<file path="config.mk">
export PLATFORM = sky130hd
export DESIGN_NAME = branch_target_unit
export DESIGN_NICKNAME = d
export VERILOG_FILES = /design/src/rtl/branch_target_unit.sv
export SDC_FILE = /design/constraint.sdc
export NUM_CORES = 1
export LEC_CHECK = 0
export ABC_AREA = 1
export BUFFER_PORTS_ARGS = -buffer_cell sky130_fd_sc_hd__clkbuf_2
export CORE_MARGIN = 5
export CORE_UTILIZATION = 55
export DETAILED_ROUTE_END_ITERATION = 7
export PLACE_DENSITY = 0.78
export SLEW_MARGIN = 25
export SYNTH_ARGS = -nofsm -noshare
export SYNTH_HDL_FRONTEND = slang
export SYNTH_SLANG_ARGS = --single-unit
</file>
<file path="constraint.sdc">
create_clock -name clk -period 5.8 [get_ports clk]
set_input_delay 0.29 -clock clk [delete_from_list [all_inputs] [get_ports clk]]
set_output_delay 0.29 -clock clk [all_outputs]
set_load 0.02 [all_outputs]
</file>
<file path="src/rtl/branch_target_unit.sv">
// Next-PC computation unit with a 2-entry result FIFO and saturating redirect counter.
// Optional macro BTU_RVC_EN relaxes redirect-target alignment to 2 bytes (compressed ISA).
module branch_target_unit #(
    parameter int XLEN  = 32,
    parameter int CNT_W = 16
) (
    input  logic             clk,
    input  logic             rst,
    input  logic             flush,
    input  logic             in_valid,
    output logic             in_ready,
    input  logic [1:0]       pc_control,
    input  logic             br_taken,
    input  logic [XLEN-1:0]  pc,
    input  logic [XLEN-1:0]  imm,
    input  logic [XLEN-1:0]  rs1,
    output logic             out_valid,
    input  logic             out_ready,
    output logic [XLEN-1:0]  next_pc,
    output logic             redirect,
    output logic             misaligned,
    output logic [CNT_W-1:0] redirect_cnt
);

    typedef enum logic [1:0] {
        ST_EMPTY = 2'd0,
        ST_ONE   = 2'd1,
        ST_FULL  = 2'd2
    } occ_e;

    typedef struct packed {
        logic [XLEN-1:0] pc;
        logic            redirect;
        logic            misaligned;
    } entry_t;

    localparam logic [1:0]       OP_SEQ    = 2'b00;
    localparam logic [1:0]       OP_JAL    = 2'b01;
    localparam logic [1:0]       OP_JALR   = 2'b10;
    localparam logic [1:0]       OP_BRANCH = 2'b11;
    localparam logic [XLEN-1:0]  SEQ_INC   = {{(XLEN-3){1'b0}}, 3'b100};
    localparam logic [XLEN-1:0]  LSB_CLR   = {{(XLEN-1){1'b1}}, 1'b0};
    localparam logic [CNT_W-1:0] CNT_MAX   = {CNT_W{1'b1}};
    localparam logic [CNT_W-1:0] CNT_ONE   = {{(CNT_W-1){1'b0}}, 1'b1};

    function automatic logic target_misaligned(input logic [XLEN-1:0] target);
`ifdef BTU_RVC_EN
        return target[0];
`else
        return |target[1:0];
`endif
    endfunction

    occ_e             state_q, state_d;
    entry_t           slot0_q, slot0_d;
    entry_t           slot1_q, slot1_d;
    logic [CNT_W-1:0] cnt_q, cnt_d;
    entry_t           new_s;
    logic             push_s;
    logic             pop_s;

    // in_ready comes from registered occupancy only, gated while reset is held
    assign in_ready   = ~rst & (state_q != ST_FULL);
    assign out_valid  = (state_q != ST_EMPTY);
    assign push_s     = in_valid & in_ready;
    assign pop_s      = out_valid & out_ready;

    assign next_pc      = slot0_q.pc;
    assign redirect     = slot0_q.redirect;
    assign misaligned   = slot0_q.misaligned;
    assign redirect_cnt = cnt_q;

    // Target arithmetic for the incoming request
    always_comb begin
        new_s = '0;
        case (pc_control)
            OP_SEQ: begin
                new_s.pc       = pc + SEQ_INC;
                new_s.redirect = 1'b0;
            end
            OP_JAL: begin
                new_s.pc       = pc + imm;
                new_s.redirect = 1'b1;
            end
            OP_JALR: begin
                new_s.pc       = (rs1 + imm) & LSB_CLR;
                new_s.redirect = 1'b1;
            end
            OP_BRANCH: begin
                if (br_taken) begin
                    new_s.pc       = pc + imm;
                    new_s.redirect = 1'b1;
                end else begin
                    new_s.pc       = pc + SEQ_INC;
                    new_s.redirect = 1'b0;
                end
            end
            default: begin
                new_s.pc       = pc + SEQ_INC;
                new_s.redirect = 1'b0;
            end
        endcase
        new_s.misaligned = new_s.redirect & target_misaligned(new_s.pc);
    end

    // Occupancy FSM, FIFO slot update and redirect counter next-state
    always_comb begin
        state_d = state_q;
        slot0_d = slot0_q;
        slot1_d = slot1_q;
        cnt_d   = cnt_q;

        // Counter sees accepted redirects even in a flush cycle
        if (push_s && new_s.redirect && (cnt_q != CNT_MAX)) begin
            cnt_d = cnt_q + CNT_ONE;
        end else begin
            cnt_d = cnt_q;
        end

        if (flush) begin
            state_d = ST_EMPTY;
            slot0_d = '0;
            slot1_d = '0;
        end else begin
            case (state_q)
                ST_EMPTY: begin
                    if (push_s) begin
                        slot0_d = new_s;
                        state_d = ST_ONE;
                    end else begin
                        state_d = ST_EMPTY;
                    end
                end
                ST_ONE: begin
                    if (push_s && pop_s) begin
                        slot0_d = new_s;
                        state_d = ST_ONE;
                    end else if (push_s) begin
                        slot1_d = new_s;
                        state_d = ST_FULL;
                    end else if (pop_s) begin
                        slot0_d = '0;
                        state_d = ST_EMPTY;
                    end else begin
                        state_d = ST_ONE;
                    end
                end
                ST_FULL: begin
                    if (pop_s) begin
                        slot0_d = slot1_q;
                        slot1_d = '0;
                        state_d = ST_ONE;
                    end else begin
                        state_d = ST_FULL;
                    end
                end
                default: begin
                    state_d = ST_EMPTY;
                    slot0_d = '0;
                    slot1_d = '0;
                end
            endcase
        end
    end

    // State registers with synchronous reset taking priority over flush
    always_ff @(posedge clk) begin
        if (rst) begin
            state_q <= ST_EMPTY;
            slot0_q <= '0;
            slot1_q <= '0;
            cnt_q   <= '0;
        end else begin
            state_q <= state_d;
            slot0_q <= slot0_d;
            slot1_q <= slot1_d;
            cnt_q   <= cnt_d;
        end
    end

endmodule

</file>
# --- Yosys cells after proc, flatten, opt, wreduce, memory -nomap -nowiden ---
# Cells that the tools add are included.
# Widths: inputs -> output; s select.
classes:
  add_sub_neg: 4
  eq_ne: 13
  muxes: 16
  bitwise: 6
  n_reduce_logical: 10
ops:
  columns: ["operator", "count"]
  rows:
  - ["$mux 34", 6]
  - ["$pmux 34 s3", 2]
  - ["$pmux 33 s4", 1]
  - ["$add 32x32->32", 2]
  - ["$mux 33", 1]
  - ["$add 32x3->32 const B", 1]
  - ["$add 16x1->16 const B", 1]
  - ["$ne 16x16->1 const B", 1]
  - ["$ne 2x2->1 const B", 5]
  - ["$reduce_and 4->1", 2]
  - ["$eq 2x2->1 const B", 3]
  - ["$mux 2", 3]
  - ["$ne 3x3->1 const B", 2]
  - ["$pmux 2 s3", 1]
  - ["$and 1x1->1", 4]
  - ["$eq 2x1->1 const B", 2]
  - ["$logic_not 2->1", 2]
  - ["$reduce_or 2->1", 2]
  - ["$logic_and 1x1->1", 3]
  - ["$mux 1", 2]
  - ["$not 1->1", 2]
  - ["$reduce_bool 2->1", 1]
word_totals:
  reg_bits: 86
  output_inout_bits: 52
  elab_cells: 57

# --- Longest topological paths before layout ---
logic_depth:
  depth_word: 8
  depth_mapped: 18

# --- Worst setup path after synthesis ---
# OpenSTA, ideal clock, no wires.
synth_timing:
  kind: "register to register"
  startpoint: "register state_q[1]"
  endpoint: "register slot1_q[29] (netlist bit)"
  setup_time_ps: 70
  arrival_time_ps: 2096
  required_ps: 5730
  path_slack_ps: 3633
  stages_incl_launch_ff: 13
  n_path_buf: 1
  synth_period_minus_slack_ps: 2167
  path_cell_list: "dfxtp_1 inv_2 nor2_4 nor2_4 nand2_1 inv_2 ha_1 o21ai_2 o211ai_4 nor2_4 buf_2 nand3_1 a21oi_1"
synth_between:
  elab_chain_len: 6
synth_rtl:
  columns: ["item", "line_no", "source"]
  rows:
  - ["start: declaration", "54", "occ_e state_q, state_d;"]
  - ["start signal: assignment", "174", "state_q <= state_d;"]
  - ["$ne 2x2->1 (*)", "63", "assign in_ready = ~rst & (state_q != ST_FULL);"]
  - ["$and 1x1->1 (*)", "63", null]
  - ["via in_ready", "11", "output logic in_ready,"]
  - ["$and 1x1->1 (*)", "65", "assign push_s = in_valid & in_ready;"]
  - ["$logic_and 1x1->1", "135", "if (push_s && pop_s) begin"]
  - ["$ne 2x2->1 (no source line)", null, null]
  - ["$reduce_and 4->1 (no source line) (*)", null, null]
  - ["end signal: assignment", "176", "slot1_q <= slot1_d;"]
  - ["end: declaration", "56", "entry_t slot1_q, slot1_d;"]
# Mark *: on every way through the listed nets, which the timed path passes. The rest lies on a longest branch.
# A chain may end at the register's enable or synchronous reset.

# --- Final worst setup path ---
layout_timing:
  startpoint: "register state_q[1]"
  endpoint: "register slot1_q[0] (netlist bit)"
layout_between:
  elab_chain_len: 6
layout_rtl:
  columns: ["item", "line_no"]
  rows:
  - ["$ne 2x2->1", "63"]
  - ["$and 1x1->1", "63"]
  - ["$and 1x1->1", "65"]
  - ["$logic_and 1x1->1", "135"]
  - ["$ne 2x2->1 (no source line)", null]
  - ["$reduce_and 4->1 (no source line)", null]
# Parallel ways exist; a longest one is shown, timed or not.

==> flow_metrics.tcl <==
set metrics [dict create \
    cts_tree "yes" \
    ys_top_cells_by_area "nand2_1 28%, dfxtp_1 17%, inv_1 11%, ha_1 8.2%, nand3_1 7.2%" \
    yosys_most_used_dff "dfxtp_1" \
    worstPathRequired_ns 6.07 \
    dp_hpwl_um 28000 \
    final_core_util_pct 62.4 \
    grt_pass1_vias 10700 \
    cellPowerDensity_nw_per_um2 177 \
    hold_buffers 0 \
    r2r_start "state_q[1]$_SDFF_PP0_" \
    rows 49 \
    layout-drive-gt1-share_pct 11.0 \
    cts.htree.levels 3 \
    die_width_um 144 \
    synth_top_area_cell "nand2_1" \
    synthesis.area_um2 9860 \
    drv_cap 0 \
    chipHeight_um 144 \
    cts_made_buffers 9 \
    slowest_stage "nor2_4" \
    synth_edf_count 0 \
    core_um2 17800 \
    fin_area_um2 11100 \
    fin_ws_ns 2.10 \
    drv_slew 0 \
    via_per_inst 5.38 \
    dieArea_um2 20700 \
    arrival_ns 3.98 \
    gp_congestion 1.03 \
    grt_max_degree 60 \
    remaining_drc_errors 0 \
    routed_wl_um 33900 \
    cp_num_buf_inv 2 \
    critical_path_class "reg -> reg" \
    io_pins 156 \
    fin_crit_sh_pct 63.9 \
    cp-startpoint "state_q[1]$_SDFF_PP0_" \
    cp_common_cell "nor2_4" \
    slew_headroom_pct 36.2 \
    cts_root_buf "clkbuf_16" \
    seq_area_frac_synth_pct 17.5 \
    synth_top_area_share_pct 28.0 \
    syn-instance-count 1829 \
    post-cts-setup-buffers 0 \
    rsz0062_at_grt "false" \
    vias 11800 \
    postCtsResizedCells 0 \
    status "completed" \
    fin_crit_ns 3.70 \
    hold_path_class "in -> reg" \
    final_hold_viol_count 0 \
    clkSlewWorstSetupHoldPaths_ns 0.07 \
    syn_to_final_growth_pct 12.6 \
    skew_ns 0.00727 \
    start_util_pct 55.5 \
    endpoint_kind "flip-flop" \
    drtIter0Drc 948 \
    antenna_found_initial 0 \
    cts_buffer_depth 2 \
    grt_usage_pct 32.3 \
    critPathMaxStageDelay_ns 0.75 \
    dp_slack_ns 2.13 \
    n_antenna_cell 0 \
    clock_sinks 86 \
    io_buffers 155 \
    ant_nets 0 \
    p_leak_nw 5.98 \
    startpoint_type "flip-flop" \
    synthesis.nets 2000 \
    nets 2137 \
    tightest_slew_ns 0.952 \
    wl_per_cell_um 15.4 \
    setup-tns-final_ns 0 \
    yosys.cell_types.count 53 \
    worstPathCellList "inv_2 > nor2_4 > nor2_4 > nand2_1 > inv_2 > ha_1 > o21ai_2 > o211ai_4 > nor2_4 > nand2_1 > a2bb2oi_1 > nor2_1" \
    fmax_mhz 270 \
    ys_ff_latch 86 \
    syn_avg_cell_area_um2 5.39 \
    grt.overflow.total 0 \
    finalSetupViolations 0 \
    cp_max_fo 35 \
    grt_pass1_wl_um 53400 \
    ys.warnings.count 0 \
    firstDrtPassIters 6 \
    place_area_um2 10800 \
    peakVddDrop_uv 182 \
    async_flop_share_pct 0 \
    worst_path_dominant_cell_family "simple AND/OR/NAND/NOR gates" \
    clk_latency_ns 0.35 \
    min_from "rst" \
]
-- cells in the mapped netlist, types with 2 or more instances --
cell and count:
o211a_1 4, buf_2 13, nand3_2 2, nor3b_1 3, nor4_1 4, a21oi_2 2, xnor2_1 5, nand3_1 142
nand2_1 735, o21a_1 3, nor3_1 22, o211ai_1 7, inv_1 295, nor2_2 5, ha_1 65, nand3b_1 8
fa_1 2, dfxtp_1 86, or2_2 10, clkbuf_1 17, nor2_1 132, o21bai_1 7, o21ai_0 49, and2_1 3
xor2_1 10, nand4_1 12, a21oi_1 140, o21ai_1 2, inv_2 6, and3_1 3, o221ai_1 3, nor2_4 5
nand3_4 2, buf_6 3, a31oi_1 3, nand2_2 2
-- kinds of logic after synthesis --
family | after synthesis | synth area share, %
AOI/OAI and AO/OA | 232 | 13.2
and+or+nand+nor | 1092 | 46.0
xor gates and xnor gates | 15 | 1.33
DFF | 86 | 17.5
buffers and inverters | 337 | 13.3
adders and majority gates | 67 | 8.65
-- flip-flops by register name, indices dropped and copies added (netlist names) --
signal        flops
redirect_cnt     16
next_pc          32
state_q           2
redirect          1
misaligned        1
slot1_q          34
-- report_power, final --
part           internal (mW)  switching, mW
Combinational          0.246          0.518
Sequential             0.600        0.00559
Clock                  0.356          0.239
Total                   1.20          0.763
-- placed cells by master (no fill, tap or decap), types with 6 or more instances in the layout --
master / instances
nand2_1: 735
inv_1: 295
clkbuf_2: 155
nand3_1: 142
a21oi_1: 140
nor2_1: 132
dfxtp_1: 86
ha_1: 65
o21ai_0: 49
nor3_1: 22
nand4_1: 12
or2_2: 10
xor2_1: 10
clkbuf_16: 9
nand3b_1: 8
o211ai_1: 7
o21bai_1: 7
inv_2: 6
-- per-layer routing --
metal / share of wire (%) / track usage [%] / up-vias
li1: - / - / 6040
met1: 44 / 44.1 / 5228
met2: 44 / 52.0 / 509
met3: 9.0 / 5.79 / 62
met4: 3.1 / 9.66 / 0
met5: 0 / 0 / -
-- area by class of cell --
type | count | area (um2)
multi-input cells | 1406 | 6830
flip-flops and latches | 86 | 1720
well taps | 229 | 287
fillers | 1881 | 6680
clock inverters | 5 | 57.6
clock buffers | 11 | 253
inverters | 303 | 1140
repair buffers | 160 | 813
-- final timing paths --
path         slack [ns]  cells past startpoint                       endpoint
max                2.10                     12        slot1_q[0]$_SDFFE_PP0P_
min                0.28                      2  redirect_cnt[13]$_SDFFE_PP0P_
max reg2reg        2.10                     12        slot1_q[0]$_SDFFE_PP0P_
min reg2reg        0.46                      2       next_pc[29]$_SDFFE_PP0P_
-- through the flow --
step | power (mW) | hold WS (ns) | std cells
6_report | 1.97 | 0.277 | 2200
5_1_grt | 2.09 | 0.297 | 2200
3_3_place_gp | 1.36 | 0.452 | 2184
2_1_floorplan | 1.13 | 0.445 | 1829
3_5_place_dp | 1.36 | 0.454 | 2184
4_1_cts | 1.96 | 0.277 | 2200
No activity file was read; power rests on OpenSTA's default activity.
